$ cat config.mk
export PLATFORM = sky130hd
export DESIGN_NAME = edge_stream_parser
export DESIGN_NICKNAME = d
export VERILOG_FILES = /design/src/rtl/edge_stream_parser_pkg.sv /design/src/rtl/edge_stream_parser_node_id_pack.sv /design/src/rtl/edge_stream_parser.sv
export SDC_FILE = /design/constraint.sdc
export NUM_CORES = 1
export LEC_CHECK = 0
export ABC_CLOCK_PERIOD_IN_PS = 6470
export BUFFER_PORTS_ARGS = -buffer_cell sky130_fd_sc_hd__buf_2
export CAP_MARGIN = 40
export CORE_UTILIZATION = 59
export DETAILED_ROUTE_END_ITERATION = 10
export PLACE_DENSITY_LB_ADDON = 0.1
export SYNTH_ARGS = -nofsm -noshare
export SYNTH_HDL_FRONTEND = slang
export SYNTH_SLANG_ARGS = --single-unit
$ cat constraint.sdc
create_clock -name clk -period 6.47 [get_ports clk]
set_clock_uncertainty 0.15 [all_clocks]
set_input_delay 0.647 -clock clk [delete_from_list [all_inputs] [get_ports clk]]
set_output_delay 0.647 -clock clk [all_outputs]
set_load 0.005 [all_outputs]
$ cat src/rtl/edge_stream_parser_pkg.sv
// Shared types and constants for the day-11 edge stream parser: packet format,
// node ids, ASCII codes and parser states.
package edge_stream_parser_pkg;

  localparam int unsigned MESH_DIM_DEFAULT = 4;
  localparam int unsigned COORD_W          = $clog2(MESH_DIM_DEFAULT);
  localparam int unsigned NODE_ID_W        = 15;
  localparam int unsigned LETTER_W         = 5;

  localparam logic [7:0] ASCII_A     = 8'h61;
  localparam logic [7:0] ASCII_Z     = 8'h7a;
  localparam logic [7:0] ASCII_COLON = 8'h3a;
  localparam logic [7:0] ASCII_SPACE = 8'h20;
  localparam logic [7:0] ASCII_LF    = 8'h0a;
  localparam logic [7:0] ASCII_CR    = 8'h0d;

  typedef logic [NODE_ID_W-1:0] node_id_t;
  typedef logic [COORD_W-1:0]   coord_t;

  typedef enum logic [1:0] {
    OP_NONE = 2'd0,
    OP_EDGE = 2'd1,
    OP_DONE = 2'd2
  } opcode_t;

  typedef struct packed {
    opcode_t  opcode;
    coord_t   dst_x;
    coord_t   dst_y;
    node_id_t src_node;
    node_id_t dst_node;
  } pkt_t;

  typedef enum logic [2:0] {
    S_SRC   = 3'd0,
    S_COLON = 3'd1,
    S_SP    = 3'd2,
    S_DST   = 3'd3,
    S_SEP   = 3'd4,
    S_SKIP  = 3'd5,
    S_FIN   = 3'd6,
    S_DONE  = 3'd7
  } state_t;

  function automatic logic is_lower(input logic [7:0] b);
    return (b >= ASCII_A) && (b <= ASCII_Z);
  endfunction

endpackage

$ cat src/rtl/edge_stream_parser_node_id_pack.sv
// Folds one ASCII letter into a shifting 15-bit node id (5 bits per letter,
// oldest letter ends up in the top field) and flags non-lowercase bytes.
module node_id_pack
  import edge_stream_parser_pkg::*;
(
  input  node_id_t   id_in,
  input  logic [7:0] char_in,
  output node_id_t   id_out,
  output logic       bad_char
);

  logic [LETTER_W-1:0] letter;

  always_comb begin
    letter   = LETTER_W'(char_in - ASCII_A);
    bad_char = !is_lower(char_in);
    id_out   = {id_in[NODE_ID_W-LETTER_W-1:0], letter};
  end

endmodule

$ cat src/rtl/edge_stream_parser.sv
// Ingress parser: turns "abc: def ghi\n" lines into EDGE packets addressed to the
// source node's home bank, then emits a DONE packet after the last input byte.
module edge_stream_parser
  import edge_stream_parser_pkg::*;
#(
  parameter int unsigned MESH_DIMENSION = MESH_DIM_DEFAULT,
  parameter int unsigned CNT_W          = 16
) (
  input  logic             clk,
  input  logic             rst,
  input  logic             in_valid,
  output logic             in_ready,
  input  logic [7:0]       in_byte,
  input  logic             in_last,
  output logic             out_valid,
  input  logic             out_ready,
  output pkt_t             out_pkt,
  output logic             err,
  output logic [CNT_W-1:0] edge_count,
  output logic             done
);

  localparam int unsigned L          = $clog2(MESH_DIMENSION);
  localparam node_id_t    COORD_MASK = node_id_t'((1 << L) - 1);

  state_t           state_q, state_d;
  logic [1:0]       idx_q, idx_d;
  node_id_t         acc_q, acc_d;
  node_id_t         src_q, src_d;
  logic             out_valid_q, out_valid_d;
  pkt_t             out_pkt_q, out_pkt_d;
  logic             err_q, err_d;
  logic [CNT_W-1:0] cnt_q, cnt_d;
  logic             done_q, done_d;
  logic             live_q;

  node_id_t packed_id;
  logic     bad_char;
  logic     accept, out_fire, reg_free;
  logic     parse_err, load_edge, load_done;

  node_id_pack u_pack (
    .id_in    (acc_q),
    .char_in  (in_byte),
    .id_out   (packed_id),
    .bad_char (bad_char)
  );

  always_comb begin
    out_fire = out_valid_q && out_ready;
    reg_free = !out_valid_q || out_ready;
    in_ready = live_q && reg_free && (state_q != S_FIN) && (state_q != S_DONE);
    accept   = in_valid && in_ready;
  end

  always_comb begin
    state_d   = state_q;
    idx_d     = idx_q;
    acc_d     = acc_q;
    src_d     = src_q;
    err_d     = err_q;
    done_d    = done_q;
    parse_err = 1'b0;
    load_edge = 1'b0;
    load_done = 1'b0;

    if (accept && (in_byte != ASCII_CR)) begin
      unique case (state_q)
        S_SRC: begin
          if ((in_byte == ASCII_LF) && (idx_q == 2'd0)) begin
            // blank line
          end else if (bad_char) begin
            parse_err = 1'b1;
          end else begin
            acc_d = packed_id;
            if (idx_q == 2'd2) begin
              src_d   = packed_id;
              idx_d   = 2'd0;
              state_d = S_COLON;
            end else begin
              idx_d = idx_q + 2'd1;
            end
          end
        end
        S_COLON: begin
          if (in_byte == ASCII_COLON) state_d = S_SP;
          else                        parse_err = 1'b1;
        end
        S_SP: begin
          if (in_byte == ASCII_SPACE) begin
            state_d = S_DST;
            idx_d   = 2'd0;
          end else begin
            parse_err = 1'b1;
          end
        end
        S_DST: begin
          if (bad_char) begin
            parse_err = 1'b1;
          end else begin
            acc_d = packed_id;
            if (idx_q == 2'd2) begin
              load_edge = 1'b1;
              idx_d     = 2'd0;
              state_d   = S_SEP;
            end else begin
              idx_d = idx_q + 2'd1;
            end
          end
        end
        S_SEP: begin
          if (in_byte == ASCII_SPACE)   state_d = S_DST;
          else if (in_byte == ASCII_LF) state_d = S_SRC;
          else                          parse_err = 1'b1;
        end
        S_SKIP: begin
          if (in_byte == ASCII_LF) state_d = S_SRC;
        end
        default: ;
      endcase

      if (parse_err) begin
        err_d   = 1'b1;
        idx_d   = 2'd0;
        state_d = S_SKIP;
      end
    end

    // The last byte is parsed first; whatever line state it leaves behind decides
    // whether the file ended mid-line. S_SEP counts as complete (no trailing \n).
    if (accept && in_last) begin
      if (((state_d == S_SRC) && (idx_d != 2'd0)) ||
          (state_d inside {S_COLON, S_SP, S_DST}))
        err_d = 1'b1;
      state_d = S_FIN;
      idx_d   = 2'd0;
    end

    if (state_q == S_FIN) begin
      if (out_valid_q && (out_pkt_q.opcode == OP_DONE)) begin
        if (out_ready) begin
          done_d  = 1'b1;
          state_d = S_DONE;
        end
      end else if (reg_free) begin
        load_done = 1'b1;
      end
    end
  end

  always_comb begin
    out_valid_d = out_valid_q;
    out_pkt_d   = out_pkt_q;
    cnt_d       = cnt_q;

    if (out_fire) out_valid_d = 1'b0;

    if (load_edge) begin
      out_valid_d        = 1'b1;
      out_pkt_d          = '0;
      out_pkt_d.opcode   = OP_EDGE;
      out_pkt_d.dst_x    = coord_t'(src_q & COORD_MASK);
      out_pkt_d.dst_y    = coord_t'((src_q >> L) & COORD_MASK);
      out_pkt_d.src_node = src_q;
      out_pkt_d.dst_node = packed_id;
    end else if (load_done) begin
      out_valid_d      = 1'b1;
      out_pkt_d        = '0;
      out_pkt_d.opcode = OP_DONE;
    end

    if (out_fire && (out_pkt_q.opcode == OP_EDGE) && (cnt_q != '1))
      cnt_d = cnt_q + 1'b1;
  end

  always_ff @(posedge clk or negedge rst) begin
    if (!rst) begin
      state_q     <= S_SRC;
      idx_q       <= '0;
      acc_q       <= '0;
      src_q       <= '0;
      out_valid_q <= 1'b0;
      out_pkt_q   <= '0;
      err_q       <= 1'b0;
      cnt_q       <= '0;
      done_q      <= 1'b0;
      live_q      <= 1'b0;
    end else begin
      state_q     <= state_d;
      idx_q       <= idx_d;
      acc_q       <= acc_d;
      src_q       <= src_d;
      out_valid_q <= out_valid_d;
      out_pkt_q   <= out_pkt_d;
      err_q       <= err_d;
      cnt_q       <= cnt_d;
      done_q      <= done_d;
      live_q      <= 1'b1;
    end
  end

  assign out_valid  = out_valid_q;
  assign out_pkt    = out_pkt_q;
  assign err        = err_q;
  assign edge_count = cnt_q;
  assign done       = done_q;

endmodule

==> impl_metrics.tcl <==
set metrics [dict create \
    cts_tree "built" \
    preCtsSetupSlack_ns 2.69 \
    power_uw 1140 \
    clockRootBuffer "clkbuf_8" \
    clk_latency_ns 0.36 \
    gp_congestion 0.936 \
    synth_edf_count 0 \
    maxCapViolCount 0 \
    area_growth_pct 14.3 \
    drtIter0Drc 162 \
    wl_per_cell_um 16.4 \
    end_kind "register" \
    yosys.area_share.simple 0.151 \
    clk_pin_slew_ns 0.08 \
    wirelength_mm 7.79 \
    final_max_slew_viol_count 0 \
    synth_top_family_by_area "compound AO/OA/AOI/OAI gates" \
    finalCritPeriodShare 0.529 \
    hold_path.class "input port to asynchronous set/reset pin" \
    ys.warnings.count 0 \
    ir_drop_v 0.000190 \
    syn_nets 348 \
    yosys-top-cells-count "82 x dfrtp_1, 27 x nand2_1, 26 x a22o_1" \
    fin_hold_ws_ns 0.00222 \
    cts_resized 0 \
    vias_per_cell 5.85 \
    worstSetupPathType "input port to register" \
    powerDensity_nw_per_um2 262 \
    clockBufferDepth 2 \
    leakage_uw 0.00220 \
    fin_nets 412 \
    io_buffers 68 \
    tritoncts.num_buffers 9 \
    tightest_slew_ns 0.842 \
    num_io_pins 69 \
    required_ns 6.57 \
    grt_pass1_vias 2707 \
    setup_viol 0 \
    setup_ws_ns 3.05 \
    netlist_area_um2 3810 \
    crit_path_start_kind "input port" \
    yosys.area.top_type "dfrtp_1" \
    seq_area_frac_synth 0.538 \
    cts_setup_buffers 0 \
    dieArea_um2 6780 \
    grtUsageTotal 0.254 \
    period_needed_ns 3.42 \
    use_met3 0.0429 \
    via_count 2775 \
    grt_max_degree 68 \
    yosys.area_share.adder 0.0164 \
    cts.sinks 82 \
    core.rowCount 28 \
    synthMostInstantiatedCell "dfrtp_1" \
    grt_pass1_wl_mm 12.8 \
    grt_setup_unrepaired "no" \
    antenna_cells 0 \
    synth.avg_cell_area_um2 11.5 \
    synthFlopType "dfrtp_1" \
    synthXorXnorAreaFrac 0.0414 \
    yosysTopAreaCellShare 0.538 \
    dpl.hpwl_mm 5.51 \
    antenna_found_initial 0 \
    syn_inst 330 \
    setup_tns_ns 0 \
    grt_overflow 0 \
    arrival_ns 3.52 \
    grt-busiest-layer "met2" \
    ys_ff_latch 82 \
    status "finished, final reports clean" \
    synth-compound-area-share 0.158 \
    drt_pre_antenna_iters 4 \
    synth.distinct_cells 60 \
    drc 0 \
    finalHoldViolCount 0 \
    core_area_um2 6060 \
    muxShareOfSynthArea 0.0529 \
    met2_usage 0.394 \
    start_util 0.629 \
    critical_path_peak_fanout 19 \
    ys_top_cells_by_area "dfrtp_1 54%, a22o_1 6.0%, mux2_2 5.0%, xnor2_1 3.0%, nand2_1 2.7%" \
    clock.fmax_mhz 292 \
    die_x_um 82.4 \
    synthArstFlopShare 1.00 \
    slew-limit-headroom 0.437 \
    cts.hold.buffers_added 0 \
    drive_above_1_share 0.298 \
    use_met1 0.350 \
    die_h_um 82.4 \
    cts.htree.levels 3 \
    ant_nets 0 \
]
-- cells by family after synthesis --
group | count (synthesis)
and+or+nand+nor | 102
DFF | 82
AOI/OAI and AO/OA | 78
buffers and inverters | 26
xor gates and xnor gates | 18
muxes | 18
adders and majority gates | 5
other | 1
-- per-layer routing --
layer,vias to the layer above,share of wire
li1,1329,-
met1,1335,0.47
met2,93,0.46
met3,18,0.045
met4,0,0.022
met5,-,0
-- power by group --
| group | internal [µW] | switching, µW |
|---|---|---|
| combinational | 82.0 | 143 |
| clock | 162 | 189 |
| sequential | 531 | 35.4 |
| total | 775 | 368 |
-- placed cells by master, fill, tap and decap left out, types with 2 or more instances in the layout --
cell type	Yosys	layout
a211oi_1	4	4
and3_1	3	3
a41o_1	2	2
nor3_1	5	5
buf_2	6	67
a22o_1	26	26
a31oi_1	2	2
a21oi_1	13	13
xnor2_1	13	13
a311oi_1	2	2
mux2_2	17	17
clkinv_4	0	2
nand2b_1	3	3
o2bb2ai_1	4	4
ha_1	5	5
inv_1	8	8
xor2_1	5	5
nand3_1	9	9
nand2_1	27	27
nor3b_1	2	2
o21ai_0	10	10
a41oi_1	2	2
dfrtp_1	82	82
nor2b_1	4	4
buf_4	7	2
and4_1	2	2
nor2_1	21	21
o22ai_1	2	2
clkbuf_8	0	11
nand4_1	9	9
clkinv_2	0	2
-- flip-flops by register name, indices dropped and copies added, names as in the netlist --
name / count
out_valid: 1
done: 1
state_q: 3
acc_q: 10
live_q: 1
edge_count: 16
src_q: 15
err: 1
idx_q: 2
out_pkt: 32
-- area by class of cell --
class / count / area [µm²]
timing repair buffer: 71 / 389
clock inverter: 5 / 36.3
clock buffer: 11 / 151
sequential: 82 / 2050
fill: 445 / 1700
inverter: 8 / 30.0
multi-input combinational: 222 / 1610
tap: 75 / 93.8
-- per-stage QoR --
step,util,std cells,instance area [µm²]
global placement,0.682,456,4130
detailed placement,0.688,458,4170
finish,0.719,474,4360
floorplan,-,330,3810
global route,0.719,474,4360
CTS,0.719,474,4360
-- worst paths after layout --
path | startpoint | end | slack [ns] | depth (start not counted)
max | in_byte[0] | out_pkt[24] | 3.05 | 12
min | rst | src_q[0] | 0.002 | 1
max reg2reg | state_q[1] | out_pkt[1] | 3.25 | 9
min reg2reg | done | done | 0.33 | 1
max in group asynchronous | rst | edge_count[12] | 5.60 | 2
min in group clk | done | done | 0.33 | 1
-- worst max-delay path, stage by stage --
cell      delay, ns
buf_2          0.12
inv_1          0.13
ha_1           0.20
and2b_2        0.22
o211ai_1       0.48
nand2_4        0.14
nor2_2         0.15
and4_1         0.59
buf_6          0.24
a21oi_2        0.12
buf_4          0.26
a22o_1         0.20
No activity file was read; power rests on OpenSTA's default activity.
